### config.mk
export PLATFORM = sky130hd
export DESIGN_NAME = fetch_pc_unit
export DESIGN_NICKNAME = d
export VERILOG_FILES = /design/src/rtl/fetch_pc_unit_pkg.sv /design/src/rtl/fetch_pc_unit_track_pipe.sv /design/src/rtl/fetch_pc_unit.sv
export SDC_FILE = /design/constraint.sdc
export NUM_CORES = 1
export LEC_CHECK = 0
export CAP_MARGIN = 10
export CELL_PAD_IN_SITES_DETAIL_PLACEMENT = 2
export CELL_PAD_IN_SITES_GLOBAL_PLACEMENT = 2
export CORE_MARGIN = 3
export CORE_UTILIZATION = 39
export CTS_BUF_LIST = sky130_fd_sc_hd__clkbuf_8
export CTS_CLUSTER_DIAMETER = 150
export DETAILED_ROUTE_END_ITERATION = 10
export GPL_TIMING_DRIVEN = 0
export PLACE_DENSITY_LB_ADDON = 0.1
export SYNTH_ARGS = -nofsm -noshare
export SYNTH_HDL_FRONTEND = slang
export SYNTH_SLANG_ARGS = --single-unit
### constraint.sdc
create_clock -name clock -period 3.81 [get_ports clock]
set_clock_uncertainty 0.2 [all_clocks]
set_input_delay 0.381 -clock clock [delete_from_list [all_inputs] [get_ports clock]]
set_output_delay 0.381 -clock clock [all_outputs]
set_load 0.02 [all_outputs]
### src/rtl/fetch_pc_unit_pkg.sv
// Shared types and constants for the fetch PC generator and its in-flight tracking pipe.
package fetch_pc_unit_pkg;

  localparam int AW = 12;
  localparam logic [AW-1:0] RESET_PC_DEFAULT = 12'h000;

  typedef enum logic [1:0] {
    BOOT     = 2'd0,
    RUN      = 2'd1,
    REDIRECT = 2'd2
  } fetch_state_e;

  typedef struct packed {
    logic          v;
    logic [AW-1:0] pc;
    logic [AW-1:0] pred;
  } track_entry_t;

  function automatic logic [AW-1:0] pc_inc(input logic [AW-1:0] pc);
    return pc + AW'(1);
  endfunction

endpackage

### src/rtl/fetch_pc_unit_track_pipe.sv
// DEPTH-stage shift register of fetched PCs and their predicted successors, oldest at DEPTH-1.
module fetch_track_pipe
  import fetch_pc_unit_pkg::*;
#(
  parameter int DEPTH = 2
) (
  input  logic         clock,
  input  logic         clear,
  input  logic         push,
  input  track_entry_t push_entry,
  input  logic         inval_all,
  input  logic         clr_oldest,
  output track_entry_t oldest
);

  track_entry_t stage_q [DEPTH];
  track_entry_t stage_d [DEPTH];

  // Invalidate-all beats a same-cycle push; a push already discards the oldest entry.
  always_comb begin
    for (int i = 0; i < DEPTH; i++) stage_d[i] = stage_q[i];
    if (inval_all) begin
      for (int i = 0; i < DEPTH; i++) stage_d[i].v = 1'b0;
    end else if (push) begin
      stage_d[0] = push_entry;
      for (int i = 1; i < DEPTH; i++) stage_d[i] = stage_q[i-1];
    end else if (clr_oldest) begin
      stage_d[DEPTH-1].v = 1'b0;
    end
  end

  always_ff @(posedge clock or negedge clear) begin
    if (!clear) begin
      for (int i = 0; i < DEPTH; i++) stage_q[i] <= '0;
    end else begin
      for (int i = 0; i < DEPTH; i++) stage_q[i] <= stage_d[i];
    end
  end

  assign oldest = stage_q[DEPTH-1];

endmodule

### src/rtl/fetch_pc_unit.sv
// Fetch-stage PC generator: picks next PC from the predictor, tracks guesses, redirects on mispredict.
module fetch_pc_unit
  import fetch_pc_unit_pkg::*;
#(
  parameter int            AW       = fetch_pc_unit_pkg::AW,
  parameter int            DEPTH    = 2,
  parameter logic [AW-1:0] RESET_PC = fetch_pc_unit_pkg::RESET_PC_DEFAULT
) (
  input  logic          clock,
  input  logic          clear,
  input  logic          stall,
  input  logic [AW-1:0] bp_target,
  input  logic          bp_taken,
  input  logic          resolve_valid,
  input  logic [AW-1:0] resolve_next,
  output logic [AW-1:0] PC,
  output logic          fetch_valid,
  output logic [AW-1:0] originalPC,
  output logic [AW-1:0] nextPC,
  output logic [AW-1:0] correctAddress,
  output logic          guessedWrong,
  output logic          flush
);

  fetch_state_e  state_q, state_d;
  logic [AW-1:0] pc_q, pc_d;
  logic [AW-1:0] orig_q, orig_d;
  logic [AW-1:0] next_q, next_d;
  logic [AW-1:0] corr_q, corr_d;
  logic          wrong_q, wrong_d;

  logic          push;
  logic [AW-1:0] pred_pc;
  logic          resolve_hit;
  logic          mispredict;
  track_entry_t  push_entry;
  track_entry_t  oldest;

  fetch_track_pipe #(
    .DEPTH(DEPTH)
  ) u_track (
    .clock      (clock),
    .clear      (clear),
    .push       (push),
    .push_entry (push_entry),
    .inval_all  (mispredict),
    .clr_oldest (resolve_hit),
    .oldest     (oldest)
  );

  assign pred_pc     = bp_taken ? bp_target : pc_inc(pc_q);
  assign push_entry  = '{v: 1'b1, pc: pc_q, pred: pred_pc};
  // Resolution is sampled even under stall; an invalid oldest entry makes it a no-op.
  assign resolve_hit = resolve_valid & oldest.v;
  assign mispredict  = resolve_hit & (resolve_next != oldest.pred);

  always_ff @(posedge clock or negedge clear) begin
    if (!clear) state_q <= BOOT;
    else        state_q <= state_d;
  end

  always_comb begin
    state_d = state_q;
    if (mispredict) begin
      state_d = REDIRECT;
    end else begin
      case (state_q)
        BOOT, REDIRECT: state_d = RUN;
        RUN:            state_d = RUN;
        default:        state_d = BOOT;
      endcase
    end
  end

  always_comb begin
    fetch_valid = 1'b0;
    push        = 1'b0;
    case (state_q)
      RUN: begin
        fetch_valid = 1'b1;
        push        = ~stall;
      end
      default: ;
    endcase
  end

  always_comb begin
    pc_d    = pc_q;
    orig_d  = orig_q;
    next_d  = next_q;
    corr_d  = corr_q;
    wrong_d = 1'b0;
    if (mispredict) begin
      pc_d    = resolve_next;
      orig_d  = oldest.pc;
      next_d  = pc_inc(oldest.pc);
      corr_d  = resolve_next;
      wrong_d = 1'b1;
    end else if (push) begin
      pc_d = pred_pc;
    end
  end

  always_ff @(posedge clock or negedge clear) begin
    if (!clear) begin
      pc_q    <= RESET_PC;
      orig_q  <= '0;
      next_q  <= '0;
      corr_q  <= '0;
      wrong_q <= 1'b0;
    end else begin
      pc_q    <= pc_d;
      orig_q  <= orig_d;
      next_q  <= next_d;
      corr_q  <= corr_d;
      wrong_q <= wrong_d;
    end
  end

  // Predictor write-enable and downstream kill are the same one-cycle event.
  assign PC             = pc_q;
  assign originalPC     = orig_q;
  assign nextPC         = next_q;
  assign correctAddress = corr_q;
  assign guessedWrong   = wrong_q;
  assign flush          = wrong_q;

endmodule

==> results of run 1 <==
layout make-up:
cell class                 count  area [sq um]  area share
multi-input combinational    264          1990       0.339
inverter                      13          48.8     0.00830
buffer                        23           126      0.0215
clock buffer                  11           151      0.0258
clock inverter                 5          60.1      0.0102
tap                          143           179      0.0304
sequential                   100          2500       0.426
timing repair buffer          80           816       0.139
placed cells by master, fill, tap and decap left out, drive strengths merged:
cell / count
nor3b: 1
a32oi: 1
mux2i: 9
dlygate4sd3: 1
nand2b: 3
inv: 13
and4: 1
a2bb2oi: 1
clkbuf: 23
o21a: 1
o21ai: 42
clkinv: 3
bufinv: 1
a31oi: 2
or4: 2
clkinvlp: 1
o41ai: 4
xor2: 25
nand2: 29
nor3: 5
o31ai: 3
a221oi: 1
nand3: 10
nor2b: 2
or3: 1
nor2: 26
xnor2: 5
clkdlybuf4s50: 77
a2111oi: 1
nor4: 3
dfrtp: 100
buf: 13
ha: 2
a21oi: 15
mux2: 60
nand4: 2
o22ai: 2
nand3b: 2
a22oi: 3
sequential cells by signal (all words and copies together), names as in the netlist:
signal / count
state_q: 2
nextPC: 12
u_track.oldest: 25
PC: 12
originalPC: 12
u_track.stage_q: 25
correctAddress: 12
synthesized netlist by cell type, drive strengths merged (9+ instances only):
library cell | count | area share
buf | 11 | 0.017
inv | 13 | 0.010
nand2 | 29 | 0.023
mux2i | 9 | 0.019
nand3 | 10 | 0.011
nor2 | 26 | 0.024
a21oi | 15 | 0.016
xor2 | 25 | 0.047
dfrtp | 100 | 0.54
clkbuf | 12 | 0.0096
o21ai | 42 | 0.045
mux2 | 60 | 0.15
per-layer routing:
metal / GRT usage / wire [um] / vias up
li1: - / - / 1577
met2: 0.382 / 7040 / 71
met1: 0.273 / 5770 / 1752
met5: 0 / 0 / -
met3: 0.0371 / 384 / 14
met4: 0.0837 / 261 / 0
worst paths after layout:
check / slack (ns) / startpoint / depth (start not counted) / end
min in group asynchronous: 0.32 / clear / 2 / nextPC[2]$_DFFE_PN0P_
max in group asynchronous: 2.41 / clear / 3 / PC[8]$_DFFE_PN0P_
min: 0.28 / state_q[0]$_DFF_PN0_ / 1 / state_q[0]$_DFF_PN0_
max reg2reg: 1.24 / u_track.oldest[10]$_DFFE_PN0P_ / 6 / u_track.stage_q[25]$_DFFE_PN0P_
max: 1.15 / resolve_next[9] / 7 / correctAddress[7]$_DFFE_PN0P_
min reg2reg: 0.28 / state_q[0]$_DFF_PN0_ / 1 / state_q[0]$_DFF_PN0_
critical path, stage by stage:
cell	delay [ns]
clkdlybuf4s50_1	0.51
xor2_1	0.26
nor4_2	0.12
a31oi_4	0.46
clkbuf_1	0.67
nand2_1	0.22
o21ai_0	0.12
power by group through the flow:
stage	registers [uW]	logic, uW	clock network, uW
3_5_place_dp	2050	2370	0
5_1_grt	2110	2560	796
2_1_floorplan	2210	1140	0
3_3_place_gp	2000	2270	0
6_report	2020	2350	732
4_1_cts	2030	2380	751
through the flow:
step / utilization / instances / instance area, sq um / setup slack (ns) / setup TNS (ns)
after CTS: 0.508 / 639 / 5880 / 1.15 / 0
final: 0.508 / 639 / 5880 / 1.15 / 0
after global placement: 0.487 / 621 / 5630 / -1.68 / -167.18
after detailed placement: 0.489 / 622 / 5660 / 0.726 / 0
after global routing: 0.508 / 639 / 5880 / 1.06 / 0
after floorplan: - / 400 / 4670 / 1.62 / 0
logic make-up after synthesis:
kind of cell | share of synthesized area
DFF | 0.536
and+or+nand+nor | 0.0972
AOI/OAI and AO/OA | 0.0959
muxes | 0.172
buffers and inverters | 0.0375
xor gates and xnor gates | 0.0563
adders and majority gates | 0.00536
==> summary.md, run 1 <==
| Metric | Value |
|---|---|
| PortBufs | between 70 and 80 |
| Max transition margin | 0.395 |
| Switching power | 2020 uW |
| Register bit total from synthesis | 100 |
| Vias | 3414 |
| CTS H-tree lvls | 3 |
| Share of layout cells above drive strength 1 | 0.183 |
| Pleak | 0.00246 uW |
| Outcome | finished clean |
| Fmax | 0.376 GHz |
| Grt total ovfl | 0 |
| Hold Crit Class | flip-flop to flip-flop |
| Final min period | 2.66 ns |
| Num CTS Buffers | 9 |
| Starting density of the core | 0.404 |
| Final nets | ~520 |
| First-pass GRT wire length | 21900 um |
| Count of final setup violators | 0 |
| Synth-to-layout area growth | 25.8% |
| Number of diodes | 0 |
| Clock latency on the worst-skew pair | 0.39 ns |
| P_int | 3080 uW |
| Period utilization | 0.699 |
| IO Count | 80 |
| Largest net degree at the start of global routing | 62 |
| GRT Total Usage | 0.220 |
| Clock slew at reported path FFs | ~0.09 ns |
| Final Max Slew Viols | 0 |
| Clk buf depth | 2 |
| Seq/Total Area, Yosys | 0.536 |
| WL/cell | 21.1 um |
| GPL Wtd Cong | ~0.81 |
| DIE HEIGHT | 115 um |
| Max_cap viols | 0 |
| Hold WS | 0.277 ns |
| Syn nets | 431 |
| Sw Ratio | 0.396 |
| Peak supply drop | 357 uV |
| YS warnings | 0 |
| Root Driver | clkbuf_8 |
| CP Max Fanout | 10 |
| Remaining DRCs | 0 |
| Most used DFF post-synth | dfrtp_1 |
| Worst Tran Pin Value | 0.904 ns |
| Distinct cell type count of the synthesized netlist | 44 |
| Data required, critical path | 3.91 ns |
| Vias in the first global route | 3867 |
| WS Path Type | input port to flip-flop |
| Endpoints failing hold | 0 |
| Initial detailed-routing violation count | about 180 |
| Synth Cell Area | 0.00467 sq mm |
| DRT antenna net count | 0 |
| Tot Pwr | 5100 uW |
| Vias/cell | 5.34 |
| CTS Sinks | 100 |
| Die Wd | 115 um |
| Clock share of power | 0.144 |
| Post-Syn Instances | 400 |
| Reg power frac | 0.396 |
| Drt pass-1 iters | 4 |
| DP HPWL | 9980 um |
| # rows | 39 |
| Syn_area_per_cell | 11.7 sq um |
| CP arrival | 2.77 ns |
| Cts hold-fix bufs | 1 |
| EDFF count, synth | 0 |
| Crit path capture type | flip-flop |
| Die area | 0.0133 sq mm |
| Core area | 0.0116 sq mm |
| Fillers | 1180 |
| Startpoint types | input port |
| TritonCTS clock tree | yes |
| # resized after CTS | 0 |
| Final wirelength | between 10000 and 15000 um |
| Pwr dens | 868 mW/mm^2 |
| Post-synthesis async set-or-reset flop share | 1.00 |
| Initial antenna violation count | 0 |
| Post-CTS Setup Inserts | 0 |
| Combinational power share | 0.461 |
| RSZ-0062 raised after global routing | false |
Power figures use the tool's default switching activity.
==> inputs of run 2 (changes only) <==
--- a/config.mk
+++ b/config.mk
@@ -9,7 +9,7 @@
 export CELL_PAD_IN_SITES_DETAIL_PLACEMENT = 2
 export CELL_PAD_IN_SITES_GLOBAL_PLACEMENT = 2
 export CORE_MARGIN = 3
-export CORE_UTILIZATION = 39
+export CORE_UTILIZATION = 36
 export CTS_BUF_LIST = sky130_fd_sc_hd__clkbuf_8
 export CTS_CLUSTER_DIAMETER = 150
 export DETAILED_ROUTE_END_ITERATION = 10
==> constraint.sdc (replaced) <==
create_clock -name clock -period 2.65 [get_ports clock]
set_clock_uncertainty 0.2 [all_clocks]
set_input_delay 0.265 -clock clock [delete_from_list [all_inputs] [get_ports clock]]
set_output_delay 0.265 -clock clock [all_outputs]
set_load 0.02 [all_outputs]
==> run 2 against run 1 <==
  * Total power up 46%
  * Die area up 7.9%
  * Combinational power up 43%
==> summary.md, run 2 (same netlist as run 1, synthesis figures left out) <==
| Metric | Value |
|---|---|
| Outcome | finished clean |
| GRT Total Usage | 0.201 (-0.0187) |
| Vias/cell | 5.17 (-3.3%) |
| Final Max Slew Viols | 0 (unchanged) |
| Max transition margin | 0.449 (+0.0539) |
| Synth-to-layout area growth | 26.9% |
| Remaining DRCs | 0 (unchanged) |
| Pwr dens | 1250 mW/mm^2 (+44%) |
| Num CTS Buffers | 9 (unchanged) |
| RR Startpoint | u_track.oldest[10]$_DFFE_PN0P_ |
| DP HPWL | 9960 um (-0.14%) |
| Commonest non-fill, non-tap cell in the layout | dfrtp_1 |
| CTS Sinks | 100 (unchanged) |
| Clock latency on the worst-skew pair | 0.38 ns (about the same) |
| Crit path launch | u_track.oldest[10]$_DFFE_PN0P_ |
| CP Max Fanout | 10 (unchanged) |
| Fin area | 0.00593 sq mm (+0.87%) |
| Number of diodes | 0 (unchanged) |
| Worst Tran Pin Value | 0.823 ns (-0.0805 ns) |
| Die Wd | 120 um (+3.9%) |
| First-pass GRT wire length | 22000 um (+0.38%) |
| Fillers | 1302 (+10%) |
| Critical path's top delay family | simple AND/OR/NAND/NOR gates |
| Root Driver | clkbuf_8 |
| Largest net degree at the start of global routing | 71 (+15%) |
| Reg area | 0.00250 sq mm (unchanged) |
| Peak supply drop | 404 uV (+13%) |
| Layout Utilization | 0.480 (-0.0286) |
| Initial antenna violation count | 0 (unchanged) |
| Endpoints failing hold | 0 (unchanged) |
| Fmax | approximately 0.39 GHz |
| CTS H-tree lvls | 3 (unchanged) |
| PortBufs | 78 (unchanged) |
| Initial detailed-routing violation count | 145 (-19%) |
| Final wirelength | 13600 um (+0.73%) |
| Hold Crit Class | input port to async pin |
| Clock slew at reported path FFs | 0.09 ns (about the same) |
| Vias in the first global route | 3867 (unchanged) |
| Grt total ovfl | 0 (unchanged) |
| Drt pass-1 iters | 4 (unchanged) |
| Period utilization | 0.963 |
| # rows | 40 (+2.6%) |
| Count of final setup violators | 0 (unchanged) |
| WL/cell | 20.4 um (-2.9%) |
| Multi-input logic area | 0.00199 sq mm (unchanged) |
| Post-route setup TNS | 0 ns (unchanged) |
| Slowest cell on the critical path | nor4_2 |
| Crit path capture type | flip-flop |
| Die area | 0.0144 sq mm (+7.9%) |
| Max_cap viols | 0 (unchanged) |
| DRT antenna net count | 0 (unchanged) |
| Final nets | 522 (unchanged) |
| DIE HEIGHT | 120 um (+3.9%) |
| TritonCTS clock tree | yes |
| Post-CTS Setup Inserts | 0 (unchanged) |
| GPL Wtd Cong | 0.788 (-2.5%) |
| Cell Chain, Critical Path | xor2_1, nor4_2, a31oi_4, nor2_8, buf_6, mux2_2 |
| CP bufs+invs | 1 (-1) |
| Vias | 3427 (+0.38%) |
| Core area | 0.0124 sq mm (+6.9%) |
| CP arrival | 2.62 ns (-0.15 ns) |
| Pleak | 0.00248 uW (+0.76%) |
| Final min period | 2.55 ns |
| Placed Area | 0.00569 sq mm (+0.55%) |
| Most frequent cells in the layout | 100 x dfrtp_1, 77 x clkdlybuf4s50_1, 44 x mux2_2 |
| WS Path Type | flip-flop to flip-flop |
| IO Count | 80 (unchanged) |
| Clk buf depth | 2 (unchanged) |
| Data required, critical path | 2.72 ns (-1.19 ns) |
| Starting density of the core | 0.378 (-0.0260) |
| Critical Path Max Stage Delay | 0.46 ns (-0.21 ns) |
| Share of layout cells above drive strength 1 | 0.180 (-0.00367) |
| Startpoint types | flip-flop |
==> run 2: cell type report <==
| type | instances | area share |
|---|---|---|
| Buffer | 23 | 0.0215 |
| Clock buffer | 9 | 0.0209 |
| Clock inverter | 6 | 0.0179 |
| Inverter | 13 | 0.00823 |
| Multi-Input combinational cell | 264 | 0.336 |
| Sequential cell | 100 | 0.422 |
| Tap cell | 168 | 0.0355 |
| Timing Repair Buffer | 80 | 0.138 |
==> run 2: routing by layer <==
layer,global-route usage,vias up,part of all wire
met4,0.0752,0,0.019
met2,0.353,67,0.53
met1,0.249,1760,0.42
li1,-,1581,-
met5,0,-,0
met3,0.0316,19,0.032
==> run 2: timing repair <==
action                                  in CTS  in global routing
hold buffers                                 1                  0
endpoints found under the setup margin       0                 11
hold endpoints to repair                    30                  0
gates resized for setup                      0                  2
==> run 2: power breakdown <==
| part | internal (uW) | total, uW | switching, uW |
|---|---|---|---|
| Combinational | 1680 | 3360 | 1680 |
| Sequential | 2270 | 2920 | 646 |
| Clock | 617 | 1160 | 539 |
==> run 2: worst paths after layout <==
path,slack [ns],endpoint,depth (start not counted)
max in group asynchronous,1.40,PC[9]$_DFFE_PN0P_,3
min in group clock,0.28,state_q[0]$_DFF_PN0_,1
worst min register to register,0.28,state_q[0]$_DFF_PN0_,1
worst max register to register,0.1,u_track.stage_q[34]$_DFFE_PN0P_,6
worst max-delay path,0.1,u_track.stage_q[34]$_DFFE_PN0P_,6
worst min-delay path,0.16,nextPC[2]$_DFFE_PN0P_,2
==> run 2: worst register-to-register path, stage by stage (launching register included) <==
cell,delay [ns]
dfrtp_1,0.40
xor2_1,0.19
nor4_2,0.46
a31oi_4,0.28
nor2_8,0.30
buf_6,0.24
mux2_2,0.37
==> run 2: through the flow <==
stage	hold slack, ns	power (uW)	instances	setup WS [ns]
detailed placement	0.0333	6350	647	-0.290
global route	0.190	7970	663	-0.00159
global placement	0.242	6150	646	-2.76
finish	0.157	7430	663	0.0981
CTS	0.157	7540	663	0.0406
floorplan	-0.231	4820	400	0.457
